$ cat src/rtl/sync_pkg.sv
// Shared constants and helpers for the synchronizer family.
package sync_pkg;

   // Shortest chain that still gives a metastability settling stage
   localparam int unsigned SYNC_MIN_STAGES = 2;

   // Width of one channel's rise/fall/changed tick
   localparam int unsigned SYNC_TICK_W = 1;

   // Ceiling log2; clog2(1) == 0
   function automatic int unsigned clog2(input int unsigned value);
      int unsigned result;
      int unsigned limit;
      result = 0;
      limit  = 1;
      while (limit < value) begin
         limit  = limit << 1;
         result = result + 1;
      end
      return result;
   endfunction

   // Debounce counter width, never narrower than one bit
   function automatic int unsigned cnt_width(input int unsigned debounce);
      int unsigned w;
      w = clog2(debounce);
      return (w < 1) ? 1 : w;
   endfunction

endpackage

$ cat src/rtl/debounce_channel.sv
// One bit of synchronize_debounce: sync chain, debounce counter, held level
// and optional rise/fall tick flops (built only with SYNC_EDGE_EN defined).
module debounce_channel
   import sync_pkg::*;
#(
   parameter int unsigned STAGES    = 2,
   parameter int unsigned DEBOUNCE  = 16,
   parameter logic        RESET_BIT = 1'b0
) (
   input  logic clock,
   input  logic reset_n,
   input  logic in,
   output logic out,
   output logic rise,
   output logic fall
`ifdef SYNC_EDGE_EN
   ,
   output logic tick_c
`endif
);

   localparam int unsigned CNT_W = cnt_width(DEBOUNCE);
   localparam logic [CNT_W-1:0] CNT_MAX = CNT_W'(DEBOUNCE - 1);

   // Reject illegal configurations at elaboration
   if (STAGES < SYNC_MIN_STAGES) begin : g_bad_stages
      $error("debounce_channel: STAGES must be at least 2");
   end
   if (DEBOUNCE < 1) begin : g_bad_debounce
      $error("debounce_channel: DEBOUNCE must be at least 1");
   end

   logic [STAGES-1:0] sreg;
   logic [CNT_W-1:0]  cnt;
   logic              s;

   assign s = sreg[STAGES-1];

   // Sync chain is reset so it cannot be mapped onto a shift-register primitive
   always_ff @(posedge clock) begin
      if (!reset_n) begin
         sreg <= {STAGES{RESET_BIT}};
         out  <= RESET_BIT;
         cnt  <= '0;
      end else begin
         sreg <= {sreg[STAGES-2:0], in};
         if (s == out) begin
            cnt <= '0;
         end else if (cnt != CNT_MAX) begin
            cnt <= cnt + CNT_W'(1);
         end else begin
            out <= s;
            cnt <= '0;
         end
      end
   end

`ifdef SYNC_EDGE_EN
   logic update_c;

   assign update_c = (s != out) && (cnt == CNT_MAX);
   assign tick_c   = update_c;

   // Ticks load on the same edge as out, so they mark its first new cycle
   always_ff @(posedge clock) begin
      if (!reset_n) begin
         rise <= 1'b0;
         fall <= 1'b0;
      end else begin
         rise <= update_c & s;
         fall <= update_c & ~s;
      end
   end
`else
   assign rise = 1'b0;
   assign fall = 1'b0;
`endif

endmodule

$ cat src/rtl/synchronize_debounce.sv
// Multi-channel synchronizer + debouncer for asynchronous level inputs.
// Define SYNC_EDGE_EN to build the rise/fall/changed tick outputs;
// without it those outputs are constant 0 and out behaves identically.
module synchronize_debounce
   import sync_pkg::*;
#(
   parameter int unsigned       WIDTH       = 8,
   parameter int unsigned       STAGES      = 2,
   parameter int unsigned       DEBOUNCE    = 16,
   parameter logic [WIDTH-1:0]  RESET_VALUE = '0
) (
   input  logic             clock,
   input  logic             reset_n,
   input  logic [WIDTH-1:0] in,
   output logic [WIDTH-1:0] out,
   output logic [WIDTH-1:0] rise,
   output logic [WIDTH-1:0] fall,
   output logic             changed
);

`ifdef SYNC_EDGE_EN
   logic [WIDTH-1:0] tick_c;
`endif

   // One independent channel per input bit
   for (genvar i = 0; i < WIDTH; i++) begin : g_chan
      debounce_channel #(
         .STAGES    (STAGES),
         .DEBOUNCE  (DEBOUNCE),
         .RESET_BIT (RESET_VALUE[i])
      ) u_chan (
         .clock   (clock),
         .reset_n (reset_n),
         .in      (in[i]),
         .out     (out[i]),
         .rise    (rise[i]),
         .fall    (fall[i])
`ifdef SYNC_EDGE_EN
         ,
         .tick_c  (tick_c[i])
`endif
      );
   end

`ifdef SYNC_EDGE_EN
   // changed is registered alongside the channel tick flops
   always_ff @(posedge clock) begin
      if (!reset_n) begin
         changed <= 1'b0;
      end else begin
         changed <= |tick_c;
      end
   end
`else
   assign changed = 1'b0;
`endif

endmodule

$ cat config.mk
export PLATFORM = sky130hd
export DESIGN_NAME = synchronize_debounce
export DESIGN_NICKNAME = d
export VERILOG_FILES = /design/src/rtl/sync_pkg.sv /design/src/rtl/debounce_channel.sv /design/src/rtl/synchronize_debounce.sv
export SDC_FILE = /design/constraint.sdc
export NUM_CORES = 1
export LEC_CHECK = 0
export ABC_AREA = 0
export BUFFER_PORTS_ARGS = -buffer_cell sky130_fd_sc_hd__clkbuf_2
export CAP_MARGIN = 20
export CORE_UTILIZATION = 55
export CTS_CLUSTER_DIAMETER = 50
export DETAILED_ROUTE_END_ITERATION = 10
export GPL_ROUTABILITY_DRIVEN = 0
export HOLD_SLACK_MARGIN = 0.12
export MAX_ROUTING_LAYER = met4
export PLACE_DENSITY_LB_ADDON = 0.08
export SLEW_MARGIN = 20
export SYNTH_ARGS = -nofsm -noshare
export SYNTH_HDL_FRONTEND = slang
export SYNTH_SLANG_ARGS = --single-unit
$ cat constraint.sdc
create_clock -name clock -period 1.4 [get_ports clock]
set_clock_uncertainty 0.05 [all_clocks]
set_input_delay 0.28 -clock clock [delete_from_list [all_inputs] [get_ports clock]]
set_output_delay 0.28 -clock clock [all_outputs]
set_load 0.005 [all_outputs]
==> impl_results.md, run 1 <==
- Outcome: complete, no violations
- CTS buffer count: 5
- Worst reg2reg path depth: 4
- Synth area leader: dfxtp_1
- Clk network pwr share: about 37%
- DRC Markers: 0
- Max-cap violations: 0
- Post-CTS sizing: 0
- Bufs and invs on worst path: 1
- Worst hold stages: 2
- Int Pwr: around 2.2 mW
- Worst-path cell chain: clkbuf_2
- Min Tclk post-route: ~1.2 ns
- Post-route ant nets: 0
- Ys flop type: dfxtp_1
- Setup Buffers After CTS: 0
- Post-synth EDFFs: 0
- Clk sinks: between 50 and 60
- CORE AREA: around 3700 um2
- Final instance count without filler cells: around 280
- Setup TNS: 0 ns
- Yosys warning count: 0
- CTS tree: done
- Max FO, Critical Path: 3
- Layout cells sized above 1: 11.4%
- Clk Tree Root Cell: clkbuf_8
- Mapped cell area: around 2200 um2
- F_max: between 800 and 900 MHz
- Hold path endpoint: g_chan[1].u_chan.sreg[0]$_SDFF_PN0_
- Deepest clock path buffer count: 2
- Final Core Density: 61.7%
- R2r startpoint: g_chan[7].u_chan.cnt[0]$_SDFF_PP0_
- Synth unique cells: 14
- Post-synth top cells: dfxtp_1 (56), buf_4 (25), nand3_1 (24), nor2_1 (24), xor2_1 (24)
- Cell family with most CP delay: flip-flops
- IO Count: 35
- Place WS: approximately 0.3 ns
- Largest net degree at the start of global routing: 21
- Vias in the first global route: ~1200
- Global-route wire length before repair: between 4000 and 5000 um
- Critical path's slowest cell: dfxtp_1
- Sequential Area: 1120 um2
- FF-to-FF End: g_chan[7].u_chan.out$_SDFFE_PN0P_
- 1st-iter DRT viols: 79
- VDD IR max: slightly above 0.0006 V
- Avg WL per Cell: 10.2 um
- Final hold violations: 0
- Post-synthesis cell count: about 210
- Arrival @ worst endpoint: approximately 0.83 ns
- CP required: 1.07 ns
- Tcrit/Tclk final: just over 80%
- Hold path start: in[1]
- Most frequent cell after synthesis: dfxtp_1
- WS Path Type: flip-flop to output pin
- Switching part of the total: 19.6%
- Placed Area: approximately 2200 um2
- CP startpoint kind: flip-flop
- Wirelength, routed: between 2000 and 3000 um
- Hold Path Class: input port to flip-flop
- DP Cell Count: about 270
- Pre-antenna DRT Iters: 4
- Worst setup startpoint: g_chan[5].u_chan.out$_SDFFE_PN0P_
- Slowest cell delay on critical path: slightly below 0.4 ns
- Die ar.: 4190 um2
- Gr ovfl total: 0
- RSZ-0062 raised after global routing: false
- Max H-tree Level: 2
- Total track usage: 15.4%
- Syn avg cell area: 10.1 um2
- Worst-path clk slew: 0.09 ns
- Port Buffers: 17
- Final setup margin: approximately 0.24 ns
- Multi-input logic area: around 860 um2
- Design Area, Final: approximately 2300 um2
- DPL Wire Length: 2110 um
- Die Height: ~65 um
- Worst setup EP type: output pin
- Async SR Flop Fraction: 0%
- Tot Pwr: ~2.7 mW
- Final setup viols: 0
- Vias: 1299
- Ant diodes: 0
- Row cnt: 22
- Leak: roughly 1.1 nW
- Slew Limit Fails: 0
- Combinational group share of total power: 3.0%
- Avg Vias per Cell: between 4 and 5
- Hold WS: approximately 0.13 ns
- Seq/Total Area, Yosys: 51.9%
- Synth-to-Final Area Change: 6.08%
- Seq cells post-synth: between 50 and 60
- Flop pwr share: about 60%
- Nets: ~250
- Share of the synthesized area in the top cell type: ~52%
- Die X: ~65 um
- Worst-Skew Late Latency: 0.30 ns
- Sw power: 533 uW
- PD cells: 1190 nW/um2
- R2R Setup Slk: roughly 0.29 ns
- Initial Util: 58.2%
- Filler instances: between 300 and 400
- Synth top area cells: dfxtp_1 (52%), xor2_1 (9.7%), buf_4 (8.7%)
- Antenna violations before repair: 0
[cell usage in the layout (no fill, tap or decap)]
cell	n
clkinv_2	1
and2_1	16
conb_1	17
clkbuf_1	1
and3_1	8
clkbuf_2	17
dlygate4sd3_1	1
mux2i_1	8
xor2_1	24
inv_1	8
nor2b_1	8
dfxtp_1	56
bufinv_16	1
ha_1	8
nand3_1	24
clkbuf_8	5
buf_4	2
nor2_1	24
[per-layer routing]
metal  up-vias  part of all wire, %  track usage, %
met1       591                   48            18.3
met5         -                    0               -
met3         5                  4.7            5.28
li1        667                    -               -
met2        36                   46            24.1
met4         0                  1.4            5.83
[registers in the layout, summed over array words and instances, names as in the netlist]
signal	count
g_chan.u_chan.cnt	32
g_chan.u_chan.sreg	16
g_chan.u_chan.out	8
[repair_timing]
| item | 4_1_cts | 5_1_grt |
|---|---|---|
| hold buffers | 1 | 0 |
| setup endpoints to repair | 0 | 0 |
| endpoints found under the hold margin | 1 | 0 |
[worst max path at each step]
stage,end,slack (ns),depth (start not counted)
4_1_cts,out[5],0.22,1
5_1_grt,g_chan[1].u_chan.cnt[3]$_SDFF_PP0_,0.18,4
2_1_floorplan,g_chan[0].u_chan.out$_SDFFE_PN0P_,0.39,4
3_5_place_dp,g_chan[0].u_chan.out$_SDFFE_PN0P_,0.29,4
6_report,out[5],0.24,1
3_3_place_gp,g_chan[1].u_chan.out$_SDFFE_PN0P_,0.35,4
[area by class of cell]
cell class	count	area share, %
Timing Repair Buffer	20	4.80
Clock buffer	6	3.16
Tap cell	48	2.62
Multi-Input combinational cell	137	37.7
Sequential cell	56	48.9
Inverter	8	1.31
Clock inverter	2	1.53
[power by group through the flow]
| stage | Clock [mW] | Combinational (mW) | Sequential (mW) |
|---|---|---|---|
| finish | 1.01 | 0.0806 | 1.63 |
| detailed placement | 0 | 0.0790 | 1.67 |
| floorplan | 0 | 0.0909 | 1.67 |
| global route | 1.09 | 0.0957 | 1.64 |
| CTS | 1.04 | 0.0814 | 1.63 |
| global placement | 0 | 0.0757 | 1.67 |
[cell families (layout without fill, tap and decap cells)]
family | Yosys count | after routing | synth area share (%)
and+or+nand+nor | 80 | 80 | 19.0
DFF | 56 | 56 | 51.9
adders and majority gates | 8 | 8 | 4.63
other | 1 | 17 | 0.173
buffers and inverters | 37 | 36 | 10.9
muxes | 8 | 8 | 3.70
xor gates and xnor gates | 24 | 24 | 9.72
(Power assumes the default switching activity.)
==> inputs of run 2 (changes only) <==
Settings changed: ABC_AREA 0 to 1.
Clock period 1.4 ns to 1.2 ns, I/O delays scaled along.
==> run 2 against run 1 <==
Core utilization rose by 0.20 points. Final cell count rose by 32%. Combinational power rose by 54%. Flip-flop and latch count did not move. Power rose by 9.1%. Register-to-register slack got worse by 0.15 ns. Critical path type unchanged.
==> impl_results.md, run 2 <==
- Outcome: complete, no violations (unchanged)
- 1st-iter DRT viols: 43 (was 79)
- Synth top area cells: dfxtp_1 (48%), nand2_1 (8.9%), nor2_1 (8.9%) (was dfxtp_1 (52%), xor2_1 (9.7%), buf_4 (8.7%))
- Min Tclk post-route: between 1 and 1.5 ns
- Post-synth top cells: dfxtp_1 (56), nand2_1 (56), nor2_1 (56) (was dfxtp_1 (56), buf_4 (25), nand3_1 (24), nor2_1 (24), xor2_1 (24))
- F_max: around 880 MHz
- Initial Util: 57.9% (was 58.2%)
- Combinational group share of total power: 4.2% (was 3.0%)
- Final instance count without filler cells: 365 (was 277)
- Sw power: 629 uW (was 533 uW)
- Filler instances: 370 (was 336)
- Nets: 333 (was 246)
- Place WS: 0.150 ns (was 0.293 ns)
- Post-route ant nets: 0 (unchanged)
- RSZ-0062 raised after global routing: false (unchanged)
- Avg WL per Cell: 8.68 um (was 10.2 um)
- DRC Markers: 0 (unchanged)
- Global Route met3 Usage: 5.57% (was 5.28%)
- Busiest grt layer: met2 (unchanged)
- Layout cells sized above 1: 13.0% (was 11.4%)
- Synth unique cells: 16 (was 14)
- Final setup margin: 0.0680 ns (was 0.243 ns)
- Synth area leader: dfxtp_1 (unchanged)
- Arrival @ worst endpoint: 0.84 ns (was 0.83 ns)
- DPL Wire Length: 2220 um (was 2110 um)
- GR Layer Usage met2: 28.4% (was 24.1%)
- Worst setup EP type: output pin (unchanged)
- Largest regs: g_chan.u_chan.cnt: 32 flops, g_chan.u_chan.sreg: 16 flops, g_chan.u_chan.out: 8 flops (unchanged)
- CP required: 0.91 ns (was 1.07 ns)
- Switching part of the total: 21.2% (was 19.6%)
- Mapped cell area: 2350 um2 (was 2160 um2)
- Number of flip-flops in the largest register: 32 (unchanged)
- Slew Limit Fails: 0 (unchanged)
- Slowest cell delay on critical path: 0.41 ns (was 0.39 ns)
- Seq/Total Area, Yosys: 47.7% (was 51.9%)
- Leak: 1.21 nW (was 1.15 nW)
- Final hold violations: 0 (unchanged)
- Max-cap violations: 0 (unchanged)
- WS Path Type: flip-flop to output pin (unchanged)
- Die Height: 67.4 um (was 64.7 um)
- Clk network pwr share: 31.5% (was 37.0%)
- Final Core Density: 61.9% (was 61.7%)
- Global-route wire length before repair: 5600 um (was 4850 um)
- Cell family with most CP delay: flip-flops (unchanged)
- CP startpoint kind: flip-flop (unchanged)
- CTS buffer count: 5 (unchanged)
- Setup TNS: 0 ns (unchanged)
- PD cells: 1180 nW/um2 (was 1190 nW/um2)
- Max H-tree Level: 2 (unchanged)
- Die X: 67.4 um (was 64.7 um)
- Pre-antenna DRT Iters: 4 (unchanged)
- Worst-Skew Late Latency: 0.30 ns (about the same)
- Post-synth EDFFs: 0 (unchanged)
- Yosys warning count: 0 (unchanged)
- Avg Vias per Cell: 4.42 (was 4.69)
- Setup Buffers After CTS: 0 (unchanged)
- Post-synthesis cell count: 294 (was 214)
- Ys flop type: dfxtp_1 (unchanged)
- IO Count: 35 (unchanged)
- CORE AREA: 4060 um2 (was 3720 um2)
- Most frequent cells in the layout: nor2_1 (56), nand2_1 (56), dfxtp_1 (56) (was dfxtp_1 (56), nand3_1 (24), xor2_1 (24), nor2_1 (24))
- Top reg by flops: g_chan.u_chan.cnt (unchanged)
- CTS Hold Buffers Added: 8 (was 1)
- Tcrit/Tclk final: a little over nine tenths
- Worst-path clk slew: 0.08 ns (was 0.09 ns)
- Worst-path cell chain: clkbuf_2 (unchanged)
- Port Buffers: 17 (unchanged)
- Gr ovfl total: 0 (unchanged)
- Wirelength, routed: 3170 um (was 2820 um)
- Int Pwr: 2.34 mW (was 2.19 mW)
- Syn avg cell area: 8.00 um2 (was 10.1 um2)
- Deepest clock path buffer count: 2 (unchanged)
- Post-CTS sizing: 0 (unchanged)
- Critical path's slowest cell: dfxtp_1 (unchanged)
- Largest net degree at the start of global routing: 23 (was 21)
- Async SR Flop Fraction: 0% (unchanged)
- CTS tree: done (unchanged)
- Vias: 1613 (was 1299)
- Die ar.: 4540 um2 (was 4190 um2)
- Vias in the first global route: 1438 (was 1196)
- Synth-to-Final Area Change: 6.87% (was 6.08%)
- Total track usage: 17.1% (was 15.4%)
- Bufs and invs on worst path: 1 (unchanged)
- Row cnt: 23 (was 22)
- Clk sinks: 56 (unchanged)
- Clk Tree Root Cell: clkbuf_8 (unchanged)
- Seq cells post-synth: 56 (unchanged)
- Met1 Use GR: 19.3% (was 18.3%)
- Final setup viols: 0 (unchanged)
- Flop pwr share: 64.3% (was 60.0%)
- Antenna violations before repair: 0 (unchanged)
- Max FO, Critical Path: 4 (was 3)
- DP Cell Count: 350 (was 268)
- Ant diodes: 0 (unchanged)
- VDD IR max: 0.000963 V (was 0.000623 V)
- Hold Path Class: input port to flip-flop (unchanged)
- Share of the synthesized area in the top cell type: 47.7% (was 51.9%)
==> run 2: changes by cell type after synthesis, sizes merged <==
cell    change
and2       -16
and3        -8
clkbuf      -1
inv        +33
mux2i       -8
nand2      +56
nand4       +8
nor2       +40
nor2b       -8
xnor2       +8
xor2       -24
==> run 2: metal layers <==
layer | wire (um) | vias up | share of wire (%)
met5 | 0 | - | 0
met4 | 42 | 0 | 1.3
met3 | 121 | 4 | 3.8
met2 | 1460 | 27 | 46
met1 | 1550 | 694 | 49
li1 | - | 888 | -
==> run 2: area by class of cell <==
type | instances | area, um2 | share of cell area [%]
Multi-Input combinational cell | 185 | 920 | 36.6
Tap cell | 50 | 62.6 | 2.49
Inverter | 41 | 159 | 6.32
Clock inverter | 1 | 5.00 | 0.199
Timing Repair Buffer | 26 | 173 | 6.87
Sequential cell | 56 | 1120 | 44.6
Clock buffer | 6 | 72.6 | 2.89
==> run 2: through the flow <==
| step | instance area (um2) | power, mW | hold WS (ns) |
|---|---|---|---|
| floorplan | 2410 | 2.07 | 0.288 |
| global route | 2510 | 3.10 | 0.187 |
| finish | 2510 | 2.97 | 0.182 |
| CTS | 2510 | 3.01 | 0.167 |
| global placement | 2350 | 2.05 | 0.343 |
| detailed placement | 2350 | 2.06 | 0.348 |
==> run 2: final timing paths <==
path                                  startpoint                                  end  slack (ns)  cells past startpoint
max            g_chan[1].u_chan.out$_SDFFE_PN0P_                               out[1]        0.07                      1
min                                      reset_n    g_chan[2].u_chan.out$_SDFFE_PN0P_        0.18                      3
max reg2reg   g_chan[7].u_chan.cnt[0]$_SDFF_PP0_   g_chan[7].u_chan.cnt[2]$_SDFF_PP0_        0.14                      4
min reg2reg  g_chan[4].u_chan.sreg[0]$_SDFF_PN0_  g_chan[4].u_chan.sreg[1]$_SDFF_PN0_        0.37                      2
==> run 2: kinds of logic after synthesis <==
group / synth area share [%]
xor+xnor: 2.98
fa+ha+maj: 4.26
flops: 47.7
other cells: 0.160
buf+inv: 15.8
simple gates: 29.2
==> run 2: power groups by stage <==
stage          Sequential, mW  Clock [mW]  Combinational [mW]
3_3_place_gp             1.95           0               0.102
4_1_cts                  1.91       0.978               0.123
3_5_place_dp             1.95           0               0.103
5_1_grt                  1.91        1.04               0.145
6_report                 1.91       0.935               0.124
2_1_floorplan            1.95           0               0.119
==> inputs of run 3 (changes only) <==
Settings changed: ABC_AREA 1 to not set, BUFFER_PORTS_ARGS -buffer_cell sky130_fd_sc_hd__clkbuf_2 to not set, CELL_PAD_IN_SITES_DETAIL_PLACEMENT set to 1, CELL_PAD_IN_SITES_GLOBAL_PLACEMENT set to 2, CORE_UTILIZATION 55 to 39, DONT_BUFFER_PORTS set to 1.
==> run 3 against run 2 <==
Via count decreased by 19%. Hold slack lost 0.17 ns. Power grew 2.2%. Combinational power fell by 26%. Flip-flop and latch count is the same. Global-route usage decreased by 4.0 points. Register-to-register slack worse by 0.11 ns. Critical path depth grew 1. Maximum frequency is 3.3% lower. Clock-buffer cell count shrank 1. Wire length increased by 5.6%. Core utilization decreased by 17 points. Largest cell class unchanged.
==> impl_results.md, run 3 (same netlist as run 1, synthesis figures left out) <==
- Number of flip-flops in the largest register: 32 (unchanged)
- CTS buffer count: 5 (unchanged)
- Worst-path clk slew: 0.10 ns (was 0.08 ns)
- WS Path Type: flip-flop to flip-flop (was flip-flop to output pin)
- DRC Markers: 0 (unchanged)
- Worst-path cell chain: and2_1 > dlygate4sd3_1 (was clkbuf_2)
- Post-route ant nets: 0 (unchanged)
- Vias in the first global route: 1405 (was 1438)
- Pre-antenna DRT Iters: 4 (unchanged)
- FF-to-FF End: g_chan[2].u_chan.sreg[1]$_SDFF_PN0_ (was g_chan[7].u_chan.cnt[2]$_SDFF_PP0_)
- VDD IR max: 0.000690 V (was 0.000963 V)
- CTS tree: done (unchanged)
- Avg WL per Cell: 11.5 um (was 8.68 um)
- RSZ-0062 raised after global routing: false (unchanged)
- Antenna violations before repair: 0 (unchanged)
- Worst setup EP type: flip-flop (was output pin)
- Arrival @ worst endpoint: 1.33 ns (was 0.84 ns)
- CP startpoint kind: flip-flop (unchanged)
- Setup TNS: 0 ns (unchanged)
- Deepest clock path buffer count: 2 (unchanged)
- Design Area, Final: 2330 um2 (was 2510 um2)
- Nets: 239 (was 333)
- PD cells: 1300 nW/um2 (was 1180 nW/um2)
- Global-route wire length before repair: 5890 um (was 5600 um)
- Max H-tree Level: 2 (unchanged)
- Final hold violations: 0 (unchanged)
- Tot Pwr: 3.03 mW (was 2.97 mW)
- CORE AREA: 5240 um2 (was 4060 um2)
- CTS Hold Buffers Added: 16 (was 8)
- Vias: 1314 (was 1613)
- Largest net degree at the start of global routing: 41 (was 23)
- Ant diodes: 0 (unchanged)
- Leak: 1.13 nW (was 1.21 nW)
- IO Count: 35 (unchanged)
- Commonest non-fill, non-tap cell in the layout: dfxtp_1
- Outcome: complete, no violations (unchanged)
- Slew Limit Fails: 0 (unchanged)
- Hold path endpoint: g_chan[3].u_chan.out$_SDFFE_PN0P_ (was g_chan[2].u_chan.out$_SDFFE_PN0P_)
- Clk Tree Root Cell: clkbuf_8 (unchanged)
- Top reg by flops: g_chan.u_chan.cnt (unchanged)
- Synth-to-Final Area Change: 7.81% (was 6.87%)
- Hold WS: 0.0121 ns (was 0.182 ns)
- Final setup viols: 0 (unchanged)
- Placed Area: 2100 um2 (was 2350 um2)
- Port Buffers: 0 (was 17)
- Tcrit/Tclk final: 97.6% (was 94.3%)
- Die Height: 76.5 um (was 67.4 um)
- Clk sinks: 56 (unchanged)
- Worst reg2reg path depth: 2 (was 4)
- CP required: 1.35 ns (was 0.91 ns)
- R2r startpoint: g_chan[2].u_chan.sreg[0]$_SDFF_PN0_ (was g_chan[7].u_chan.cnt[0]$_SDFF_PP0_)
- Avg Vias per Cell: 4.50 (was 4.42)
- Most frequent cells in the layout: dfxtp_1 (55), xor2_1 (24), nor2_1 (24) (was nor2_1 (56), nand2_1 (56), dfxtp_1 (56))
- Total track usage: 13.1% (was 17.1%)
- Critical path's slowest cell: dlygate4sd3_1 (was dfxtp_1)
- Die X: 76.5 um (was 67.4 um)
- Slowest cell delay on critical path: 0.55 ns (was 0.41 ns)
- Gr ovfl total: 0 (unchanged)
- 1st-iter DRT viols: 23 (was 43)
- Hold path start: reset_n (unchanged)
- Row cnt: 26 (was 23)
- Max-cap violations: 0 (unchanged)
- Largest regs: g_chan.u_chan.cnt: 32 flops, g_chan.u_chan.sreg: 16 flops, g_chan.u_chan.out: 8 flops (unchanged)
- Worst-Skew Late Latency: 0.31 ns (was 0.30 ns)
- Max FO, Critical Path: 1 (was 4)
- R2R Setup Slk: 0.03 ns (was 0.14 ns)
- Die ar.: 5850 um2 (was 4540 um2)
- Min Tclk post-route: 1.17 ns (was 1.13 ns)
- DPL Wire Length: 2380 um (was 2220 um)
- Initial Util: 41.3% (was 57.9%)
- Filler instances: 604 (was 370)
- Worst hold stages: 1 (was 3)
- Hold Path Class: input port to flip-flop (unchanged)
- Layout cells sized above 1: 4.50% (was 13.0%)
- F_max: 854 MHz (was 883 MHz)
- Wirelength, routed: 3350 um (was 3170 um)
## run 3: area by class of cell
cell class	count	area (um2)	share of cell area, %
clock buffer	5	68.8	2.95
clock inverter	3	22.5	0.966
inverter	8	30.0	1.29
multi-input combinational	137	870	37.3
sequential	56	1120	48.1
tap	70	87.6	3.76
timing repair buffer	13	130	5.58
## run 3: worst max-delay path: cells and delay by family (launching register included)
kind	cells	cell delay [ns]
flip-flops	1	0.32
buffers and inverters	1	0.55
AND/OR/NAND/NOR	1	0.15
## run 3: through the flow
step / instances / utilization, % / setup WS, ns
6_report: 292 / 44.5 / 0.0293
4_1_cts: 295 / 45.0 / 0.0102
5_1_grt: 292 / 44.5 / 0.00301
3_5_place_dp: 271 / 40.2 / 0.0886
2_1_floorplan: 230 / - / 0.188
3_3_place_gp: 271 / 40.2 / 0.137
## run 3: worst max-delay path by stage
| stage | slack, ns | endpoint | from | depth (start not counted) |
|---|---|---|---|---|
| floorplan | 0.19 | g_chan[0].u_chan.out$_SDFFE_PN0P_ | g_chan[0].u_chan.cnt[0]$_SDFF_PP0_ | 4 |
| global placement | 0.14 | g_chan[2].u_chan.out$_SDFFE_PN0P_ | g_chan[2].u_chan.cnt[0]$_SDFF_PP0_ | 4 |
| detailed placement | 0.09 | g_chan[0].u_chan.out$_SDFFE_PN0P_ | g_chan[0].u_chan.cnt[0]$_SDFF_PP0_ | 4 |
| CTS | 0.01 | g_chan[0].u_chan.sreg[1]$_SDFF_PN0_ | g_chan[0].u_chan.sreg[0]$_SDFF_PN0_ | 2 |
| global route | 0.003 | g_chan[2].u_chan.sreg[1]$_SDFF_PN0_ | g_chan[2].u_chan.sreg[0]$_SDFF_PN0_ | 2 |
| finish | 0.03 | g_chan[2].u_chan.sreg[1]$_SDFF_PN0_ | g_chan[2].u_chan.sreg[0]$_SDFF_PN0_ | 2 |
## run 3: timing repair
action	in CTS	in global routing
setup buffers	0	0
setup endpoints to repair	0	4
resized for setup	0	2
hold endpoints to repair	56	43
## run 3: per-layer routing
metal,track usage (%),share of wire (%),vias to the layer above
met3,3.83,4.7,6
li1,-,-,655
met5,-,0,-
met4,5.19,1.4,0
met2,24.2,51,33
met1,12.6,43,620
## run 3: report_power, final
part / switching (mW) / total [mW] / internal, mW
clock: 0.614 / 1.03 / 0.420
sequential: 0.0175 / 1.91 / 1.89
combinational: 0.0396 / 0.0919 / 0.0523
